[config.mk]
export PLATFORM = sky130hd
export DESIGN_NAME = adc_spi_reader
export DESIGN_NICKNAME = d
export VERILOG_FILES = /design/src/rtl/adc_spi_reader.sv
export SDC_FILE = /design/constraint.sdc
export NUM_CORES = 1
export LEC_CHECK = 0
export BUFFER_PORTS_ARGS = -buffer_cell sky130_fd_sc_hd__buf_2
export CAP_MARGIN = 10
export CORE_ASPECT_RATIO = 0.9
export CORE_MARGIN = 2
export CORE_UTILIZATION = 35
export CTS_BUF_LIST = sky130_fd_sc_hd__clkbuf_8
export DETAILED_ROUTE_END_ITERATION = 6
export SLEW_MARGIN = 0
export SYNTH_ARGS = -nofsm -noshare
export SYNTH_HDL_FRONTEND = slang
export SYNTH_SLANG_ARGS = --single-unit
[constraint.sdc]
create_clock -name clk -period 4.7 [get_ports clk]
set_input_delay 0.47 -clock clk [delete_from_list [all_inputs] [get_ports clk]]
set_output_delay 0.47 -clock clk [all_outputs]
set_load 0.01 [all_outputs]
[src/rtl/adc_spi_reader.sv]
// ---------------------------------------------------------------------------
// adc_spi_reader
//
// Acquisition front end for the converter control loop. Each trigger starts
// one SPI frame that reads three serial ADCs in parallel (shared chip-select
// and SCLK, one data line per ADC). The last DATA_BITS bits of each frame are
// latched into Vdc1/Vdc2/Iref together, and data_valid pulses for one cycle,
// so downstream logic always sees one coherent sample set per period.
//
// Ports
//   clk          system clock
//   rst          asynchronous reset, active low
//   trigger      start-of-conversion pulse
//   adc_sdata_*  serial data from the Vdc1 / Vdc2 / Iref ADCs
//   clr_overrun  clears the sticky overrun flag
//   adc_cs_n     shared chip-select (active low)
//   adc_sclk     shared serial clock, idles high
//   Vdc1/Vdc2/Iref latest samples (unsigned, DATA_BITS wide)
//   data_valid   one-cycle pulse when the samples update
//   busy         frame or post-frame quiet time in progress
//   overrun      sticky: a trigger arrived while busy
//
// Parameter assumptions: SCLK_DIV >= 1, N_BITS >= 1, DATA_BITS <= N_BITS.
// ---------------------------------------------------------------------------
module adc_spi_reader #(
    parameter int SCLK_DIV     = 2,
    parameter int N_BITS       = 16,
    parameter int DATA_BITS    = 12,
    parameter int QUIET_CYCLES = 5
) (
    input  logic                 clk,
    input  logic                 rst,
    input  logic                 trigger,
    input  logic                 adc_sdata_v1,
    input  logic                 adc_sdata_v2,
    input  logic                 adc_sdata_i,
    input  logic                 clr_overrun,
    output logic                 adc_cs_n,
    output logic                 adc_sclk,
    output logic [DATA_BITS-1:0] Vdc1,
    output logic [DATA_BITS-1:0] Vdc2,
    output logic [DATA_BITS-1:0] Iref,
    output logic                 data_valid,
    output logic                 busy,
    output logic                 overrun
);

    localparam int DIV_W   = (SCLK_DIV > 1) ? $clog2(SCLK_DIV) : 1;
    localparam int HALF_W  = (N_BITS > 1) ? $clog2(2 * N_BITS) : 1;
    localparam int QUIET_W = (QUIET_CYCLES > 1) ? $clog2(QUIET_CYCLES) : 1;

    localparam logic [DIV_W-1:0]   DIV_LAST   = DIV_W'(SCLK_DIV - 1);
    // Half-period index of the final SCLK-high hold after the last rising edge.
    localparam logic [HALF_W-1:0]  HALF_LAST  = HALF_W'(2 * N_BITS - 1);
    localparam logic [QUIET_W-1:0] QUIET_LAST = QUIET_W'((QUIET_CYCLES > 0) ? QUIET_CYCLES - 1 : 0);

    localparam logic [2:0] S_IDLE  = 3'd0;
    localparam logic [2:0] S_SETUP = 3'd1;
    localparam logic [2:0] S_SHIFT = 3'd2;
    localparam logic [2:0] S_DONE  = 3'd3;
    localparam logic [2:0] S_QUIET = 3'd4;

    logic [2:0]         state_reg,     state_next;
    logic [DIV_W-1:0]   div_cnt_reg,   div_cnt_next;
    logic [HALF_W-1:0]  half_cnt_reg,  half_cnt_next;
    logic [QUIET_W-1:0] quiet_cnt_reg, quiet_cnt_next;
    logic               cs_n_reg,      cs_n_next;
    logic               sclk_reg,      sclk_next;
    logic               busy_reg,      busy_next;
    logic               valid_reg,     valid_next;
    logic               overrun_reg,   overrun_next;
    logic               shift_en;
    logic               load_en;

    logic [2:0]                  sdata;
    logic [2:0][DATA_BITS-1:0]   sample_bus;

    // Data lines are sampled directly: the ADC output is launched from
    // adc_sclk, which this block generates, so it is source-synchronous.
    assign sdata = {adc_sdata_i, adc_sdata_v2, adc_sdata_v1};

    always_comb begin
        state_next     = state_reg;
        div_cnt_next   = div_cnt_reg;
        half_cnt_next  = half_cnt_reg;
        quiet_cnt_next = quiet_cnt_reg;
        cs_n_next      = cs_n_reg;
        sclk_next      = sclk_reg;
        busy_next      = busy_reg;
        valid_next     = 1'b0;
        shift_en       = 1'b0;
        load_en        = 1'b0;

        case (state_reg)
            S_IDLE: begin
                if (trigger) begin
                    state_next   = S_SETUP;
                    cs_n_next    = 1'b0;
                    busy_next    = 1'b1;
                    div_cnt_next = '0;
                end
            end
            S_SETUP: begin
                // CS-to-first-SCLK setup time, SCLK held high.
                if (div_cnt_reg == DIV_LAST) begin
                    div_cnt_next  = '0;
                    half_cnt_next = '0;
                    sclk_next     = 1'b0;
                    state_next    = S_SHIFT;
                end else begin
                    div_cnt_next = div_cnt_reg + 1'b1;
                end
            end
            S_SHIFT: begin
                if (div_cnt_reg == DIV_LAST) begin
                    div_cnt_next = '0;
                    if (half_cnt_reg == HALF_LAST) begin
                        // High hold after the last rising edge is over.
                        state_next = S_DONE;
                        cs_n_next  = 1'b1;
                        load_en    = 1'b1;
                        valid_next = 1'b1;
                    end else begin
                        sclk_next     = ~sclk_reg;
                        // Capture on the edge that drives SCLK 0->1.
                        shift_en      = ~sclk_reg;
                        half_cnt_next = half_cnt_reg + 1'b1;
                    end
                end else begin
                    div_cnt_next = div_cnt_reg + 1'b1;
                end
            end
            S_DONE: begin
                quiet_cnt_next = '0;
                if (QUIET_CYCLES == 0) begin
                    state_next = S_IDLE;
                    busy_next  = 1'b0;
                end else begin
                    state_next = S_QUIET;
                end
            end
            S_QUIET: begin
                if (quiet_cnt_reg == QUIET_LAST) begin
                    state_next = S_IDLE;
                    busy_next  = 1'b0;
                end else begin
                    quiet_cnt_next = quiet_cnt_reg + 1'b1;
                end
            end
            default: begin
                state_next = S_IDLE;
                cs_n_next  = 1'b1;
                sclk_next  = 1'b1;
                busy_next  = 1'b0;
            end
        endcase
    end

    // Set has priority over clear so a coincident overrun is never lost.
    always_comb begin
        overrun_next = overrun_reg;
        if (clr_overrun) begin
            overrun_next = 1'b0;
        end
        if (trigger && busy_reg) begin
            overrun_next = 1'b1;
        end
    end

    always_ff @(posedge clk or negedge rst) begin
        if (!rst) begin
            state_reg     <= S_IDLE;
            div_cnt_reg   <= '0;
            half_cnt_reg  <= '0;
            quiet_cnt_reg <= '0;
            cs_n_reg      <= 1'b1;
            sclk_reg      <= 1'b1;
            busy_reg      <= 1'b0;
            valid_reg     <= 1'b0;
            overrun_reg   <= 1'b0;
        end else begin
            state_reg     <= state_next;
            div_cnt_reg   <= div_cnt_next;
            half_cnt_reg  <= half_cnt_next;
            quiet_cnt_reg <= quiet_cnt_next;
            cs_n_reg      <= cs_n_next;
            sclk_reg      <= sclk_next;
            busy_reg      <= busy_next;
            valid_reg     <= valid_next;
            overrun_reg   <= overrun_next;
        end
    end

    // One shift register and one output register per ADC channel.
    // Index 0 = Vdc1, 1 = Vdc2, 2 = Iref.
    genvar gi;
    generate
        for (gi = 0; gi < 3; gi++) begin : g_chan
            logic [N_BITS-1:0]    shift_reg;
            logic [DATA_BITS-1:0] sample_reg;

            always_ff @(posedge clk or negedge rst) begin
                if (!rst) begin
                    shift_reg  <= '0;
                    sample_reg <= '0;
                end else begin
                    if (shift_en) begin
                        shift_reg <= (shift_reg << 1) | N_BITS'(sdata[gi]);
                    end
                    // Leading N_BITS-DATA_BITS bits are dropped here.
                    if (load_en) begin
                        sample_reg <= shift_reg[DATA_BITS-1:0];
                    end
                end
            end

            assign sample_bus[gi] = sample_reg;
        end
    endgenerate

    assign adc_cs_n   = cs_n_reg;
    assign adc_sclk   = sclk_reg;
    assign busy       = busy_reg;
    assign data_valid = valid_reg;
    assign overrun    = overrun_reg;
    assign Vdc1       = sample_bus[0];
    assign Vdc2       = sample_bus[1];
    assign Iref       = sample_bus[2];

endmodule

==> results of run 1 <==
## layer usage
layer  GRT usage [%]  vias up  routed length (microns)
met3            4.07        4                      299
met4            2.81        0                       49
met1            16.5     1049                     3030
met5               0        -                        0
li1                -      968                        -
met2            16.7       45                     2670
## metrics by stage
| stage | setup WS (ns) | instance area [sq um] | hold WS [ns] | util, % |
|---|---|---|---|---|
| finish | 2.02 | 4190 | 0.129 | 40.9 |
| global route | 1.90 | 4190 | 0.162 | 40.9 |
| CTS | 1.99 | 4190 | 0.137 | 40.9 |
| detailed placement | 2.02 | 4000 | 0.489 | 39.1 |
| global placement | 2.05 | 4000 | 0.482 | 39.1 |
| floorplan | 2.54 | 3700 | 0.174 | - |
## worst paths after layout
| kind | slack, ns | depth (start not counted) | start | to |
|---|---|---|---|---|
| min reg2reg | 0.51 | 1 | Vdc2[6]$_DFFE_PN0P_ | Vdc2[6]$_DFFE_PN0P_ |
| min | 0.13 | 1 | rst | Vdc2[2]$_DFFE_PN0P_ |
| max reg2reg | 2.02 | 6 | half_cnt_reg[0]$_DFFE_PN0P_ | g_chan[2].shift_reg[8]$_DFFE_PN0P_ |
| max in group asynchronous | 3.61 | 2 | rst | Vdc1[8]$_DFFE_PN0P_ |
| max | 2.02 | 6 | half_cnt_reg[0]$_DFFE_PN0P_ | g_chan[2].shift_reg[8]$_DFFE_PN0P_ |
| min in group clk | 0.29 | 2 | clr_overrun | overrun$_DFFE_PN0P_ |
## power by group through the flow
stage | Clock [W] | Sequential, W | Combinational (W)
floorplan | 0 | 0.000804 | 0.0000218
global placement | 0 | 0.000809 | 0.0000414
detailed placement | 0 | 0.000809 | 0.0000426
CTS | 0.000516 | 0.000794 | 0.0000429
global route | 0.000554 | 0.000797 | 0.0000467
finish | 0.000492 | 0.000794 | 0.0000410
## cell families (layout without fill, tap and decap cells)
family	Yosys count	in the layout	share of synthesized area, %
simple gates	37	37	5.41
mux	73	73	25.3
fa+ha+maj	4	4	1.35
compound gates	26	26	4.06
buf+inv	20	72	3.65
flops	89	89	60.3
## synth_stat cells, drive strengths merged (3+ instances only)
cell type  number
a21oi          10
buf            11
dfrtp          87
ha              4
inv             8
mux2           73
nand2           8
nand2b          3
nand3           5
nor2            7
nor2b           3
o21ai           9
## area by class of cell
type / count / share of cell area, %
well taps: 129 / 3.85
multi-input cells: 140 / 31.9
clock inverters: 7 / 1.49
clock buffers: 9 / 2.96
repair buffers: 48 / 5.85
inverters: 8 / 0.717
flip-flops and latches: 89 / 53.2
==> results.cfg, run 1 <==
[status]
outcome = finished clean

[yosys]
synth-edff-count = 0
synth_area_sq_mm = 0.00370
synthCells = 249
synth.avg_cell_area_sq_um = 14.9
ys_async_sr_fraction_pct = 100
yosys-top-cells-area = dfrtp_1 59%, mux2_2 13%, mux2_4 12%
synth-seq-cells = 89
netlist.area_leader.share_pct = 58.8
yosys_warnings = 0
ys_seq_area_share_pct = 60.3
ys.flop_type = dfrtp_1
syn_nets = 260
synth_cell_types = 36
synth_top_area_cell = dfrtp_1

[timing]
rsz0062_at_grt = false
post-route-min-period_ns = 2.68
hold_viol_final = 0
finalSetupViolCount = 0
finalClockSkew_ns = 0.00860
tns_ns = 0
fin_crit_sh_pct = 57.1
worst_pin_slew_ns = 1.07
report.final.slew_viol_count = 0
slew_headroom_pct = 28.5
fmax_mhz = 372

[routing]
drc = 0
drtIter0Drc = 118
wl_per_cell_microns = 14.1
vias = 2066
wl_mm = 6.05
ant_nets = 0
viasPerCell = 4.80
drtPass1Iterations = 4

[setup_path]
path_max_fanout = 36
crit_slowest_cell = or3_2
critical_path_required_ns = 4.94
crit_top_cell = ha_1
path_cells = ha_1 -> and3_1 -> ha_1 -> nand2b_1 -> or3_2 -> mux2_4
critPathCaptureType = register
cp-start-kind = register
crit_arrival_ns = 2.92
critPathTopFamily = simple AND/OR/NAND/NOR gates
critPathKind = reg2reg
cpPeakStageDelay_ns = 0.88
crit_buf_inv = 0

[global_routing]
grt_usage_pct = 11.5
grt_pass1_vias = 2022
grt_start_max_net_pins = 51
grt_pass1_wl_mm = 10.4
grt_antenna_before_repair = 0
grt-ovfl-total = 0

[cells_and_area]
largest_register_ffs = 36
fin_nets = 307
syn_to_final_growth_pct = 13.3
regArea_sq_mm = 0.00223
drive_gt1_share_pct = 47.5
antenna_cells = 0
stdcell_count = 430
mostFrequentLayoutCells = 87 x dfrtp_1, 46 x buf_2, 43 x mux2_2
fillers = 963
final_common_cell = dfrtp_1
multi_input_area_sq_mm = 0.00134

[placed_design]
io_buffers = 47
dp_hpwl_mm = 3.95
gp_congestion = 0.752
dp_cells = 414

[floorplan]
rows = 35
fp.dieH_microns = 102
coreArea_sq_mm = 0.0102
die_w_microns = 112
dieArea_sq_mm = 0.0114
initial_utilization_pct = 36.1
ioPinCount = 48

[run]
max_cap_violations = 0

[clocking]
cts_setup_buffers = 0
clk_latency_ns = 0.35
cts_tree = built
cts_sinks = 89
cts_resized = 0
ctsHoldBuffers = 0
cts_buffer_depth = 2
clkTransAtPathRegs_ns = 0.10
cts_inserted_buffers = 9
clockRootBuffer = clkbuf_8
htree_levels = 3

[power_and_ir_drop]
power_frac_seq_pct = 59.8
p_leak_nw = 2.23
p_clk_share_pct = 37.1
p_per_area_mw_per_mm2 = 317
power_switching_w = 0.000321
p_sw_share_pct = 24.2
total_power_w = 0.00133
p_comb_share_pct = 3.1
ir_drop_uv = 191
p_int_w = 0.00101

[min_path]
hold_class = in2async
No activity file was read; power rests on OpenSTA's default activity.
==> inputs of run 2 (changes only) <==
- ABC_AREA: default -> 1
- clock period: 4.7 -> 2.5 ns (I/O delays scaled with it)
==> results.cfg, run 2 <==
[timing]
whs_ns = -0.00970
worst_pin_slew_ns = 0.836
slew_headroom_pct = 44.3
tns_ns = 0
finalClockSkew_ns = 0.0151
finalSetupViolCount = 0
report.final.slew_viol_count = 0
post-route-min-period_ns = 2.07
fin_crit_sh_pct = 82.7
fmax_mhz = 483
hold_viol_final = 21
rsz0062_at_grt = false

[power_and_ir_drop]
power_frac_seq_pct = 57.0
p_clk_share_pct = 39.8
ir_drop_uv = 312
p_int_w = 0.00199
total_power_w = 0.00260
p_per_area_mw_per_mm2 = 627
power_switching_w = 0.000609
p_comb_share_pct = 3.2
p_sw_share_pct = 23.4
p_leak_nw = 2.25

[routing]
drtIter0Drc = 154
drtPass1Iterations = 4
wl_per_cell_microns = 11.2
vias = 2498
wl_mm = 6.27
viasPerCell = 4.46
drc = 0
ant_nets = 0

[global_routing]
grt_antenna_before_repair = 0
met1_usage_pct = 15.7
grt_use_met2_pct = 18.8
gr-usage-met3_pct = 4.47
grt-ovfl-total = 0
grt_pass1_wl_mm = 10.8
grt_most_used_layer = met2
grt_usage_pct = 12.0
grt_start_max_net_pins = 73
grt_pass1_vias = 2362

[clocking]
htree_levels = 3
cts_tree = built
cts_setup_buffers = 0
clkTransAtPathRegs_ns = 0.09
cts_buffer_depth = 2
cts_sinks = 89
cts_inserted_buffers = 9
clk_latency_ns = 0.36
cts_resized = 0
ctsHoldBuffers = 0
clockRootBuffer = clkbuf_8

[placed_design]
io_buffers = 47
dpl_cell_area_sq_mm = 0.00394
gp_congestion = 0.743
dp_hpwl_mm = 4.22

[yosys]
yosysMostFrequentCell = nand2_1
yosys-top-cells-area = dfrtp_1 60%, nand2_1 11%, o21ai_1 9.5%
yosys_warnings = 0
synth_area_sq_mm = 0.00360
netlist_top_cells_count = 104 x nand2_1, 87 x dfrtp_1, 68 x o21ai_1
synth.avg_cell_area_sq_um = 9.50
ys.flop_type = dfrtp_1
synth-edff-count = 0
syn_nets = 390
ys_async_sr_fraction_pct = 100
synth-seq-cells = 89
synth_cell_types = 24
ys_seq_area_share_pct = 61.9
synthCells = 379
netlist.area_leader.share_pct = 60.5
synth_top_area_cell = dfrtp_1

[status]
failed_checks = hold timing
outcome = complete, but fails checks

[floorplan]
coreArea_sq_mm = 0.0101
fp.dieH_microns = 100
initial_utilization_pct = 35.6
die_w_microns = 111
rows = 35
dieArea_sq_mm = 0.0111
ioPinCount = 48

[setup_path]
cp-start-kind = register
path_max_fanout = 72
critical_path_required_ns = 2.73
critPathKind = reg2reg
critPathCaptureType = register
crit_arrival_ns = 2.30

[cells_and_area]
multi_input_area_sq_mm = 0.00107
mostFrequentLayoutCells = 104 x nand2_1, 87 x dfrtp_1, 68 x o21ai_1
fin_area_sq_mm = 0.00415
fillers = 990
drive_gt1_share_pct = 19.7
syn_to_final_growth_pct = 15.3
fin_nets = 437
largest_register_ffs = 36
regArea_sq_mm = 0.00223
final_common_cell = nand2_1
antenna_cells = 0

[run]
max_cap_violations = 0

[min_path]
hold_class = in2async
==> run 2: changes by cell type in the layout (fill, tap and decap cells not counted), sizes merged, moves of 3 or more <==
cell    before  now
nand2        8  107
mux2        73    0
o21ai        9   80
inv         12   51
nand3        5   12
a21oi       10    5
nor2         7   11
buf         48   51
nand2b       3    0
nor2b        3    0
==> run 2: critical path, stage by stage (launching register included) <==
cell and delay, ns:
dfrtp_1 0.42, ha_1 0.23, nand2_1 0.08, nor2_1 0.04, ha_1 0.21, nor3_2 0.22, nand2_4 0.42, nor2_1 0.27
a21oi_2 0.04
==> run 2: power by group through the flow <==
stage	Combinational [W]	Clock, W	Sequential (W)
6_report	0.0000839	0.00104	0.00148
5_1_grt	0.000101	0.00112	0.00149
4_1_cts	0.0000890	0.00107	0.00148
3_5_place_dp	0.0000889	0	0.00151
3_3_place_gp	0.0000860	0	0.00151
2_1_floorplan	0.0000395	0	0.00151
==> run 2: worst paths after layout <==
kind                                                     start                                  to  slack (ns)  cells past startpoint
setup / recovery                   half_cnt_reg[0]$_DFFE_PN0P_  g_chan[0].shift_reg[0]$_DFFE_PN0P_        0.43                      8
hold / removal                                             rst  g_chan[0].shift_reg[7]$_DFFE_PN0P_       -0.01                      1
setup reg to reg                   half_cnt_reg[0]$_DFFE_PN0P_  g_chan[0].shift_reg[0]$_DFFE_PN0P_        0.43                      8
hold reg to reg            g_chan[2].shift_reg[11]$_DFFE_PN0P_                Iref[11]$_DFFE_PN0P_        0.48                      2
max in group asynchronous                                  rst                Vdc2[11]$_DFFE_PN0P_        1.82                      2
min in group clk                                   clr_overrun                 overrun$_DFFE_PN0P_        0.07                      2
==> run 2: cell type report <==
cell class	instances	area share (%)
clock buffers	10	3.32
clock inverters	6	1.84
inverters	50	4.52
multi-input cells	225	25.7
flip-flops and latches	89	53.7
well taps	129	3.89
repair buffers	51	7.05
==> run 2: layer usage <==
metal,wire (microns),vias up,part of all wire (%)
met4,78,0,1.2
li1,-,1309,-
met1,3040,1147,48
met3,264,7,4.2
met5,0,-,0
met2,2890,35,46
==> run 2: metrics by stage <==
step / utilization (%) / cells / worst slack [ns]
after global placement: 38.9 / 544 / 0.487
after global routing: 41.0 / 560 / 0.261
final: 41.0 / 560 / 0.432
after CTS: 41.0 / 560 / 0.425
after detailed placement: 38.9 / 544 / 0.439
after floorplan: - / 379 / 0.847
==> run 2: kinds of logic (layout without fill, tap and decap cells) <==
| family | after synthesis | count (layout) | synth area share (%) |
|---|---|---|---|
| fa+ha+maj | 4 | 4 | 1.39 |
| simple gates | 135 | 135 | 15.9 |
| compound gates | 86 | 86 | 12.3 |
| buf+inv | 65 | 117 | 8.48 |
| flops | 89 | 89 | 61.9 |
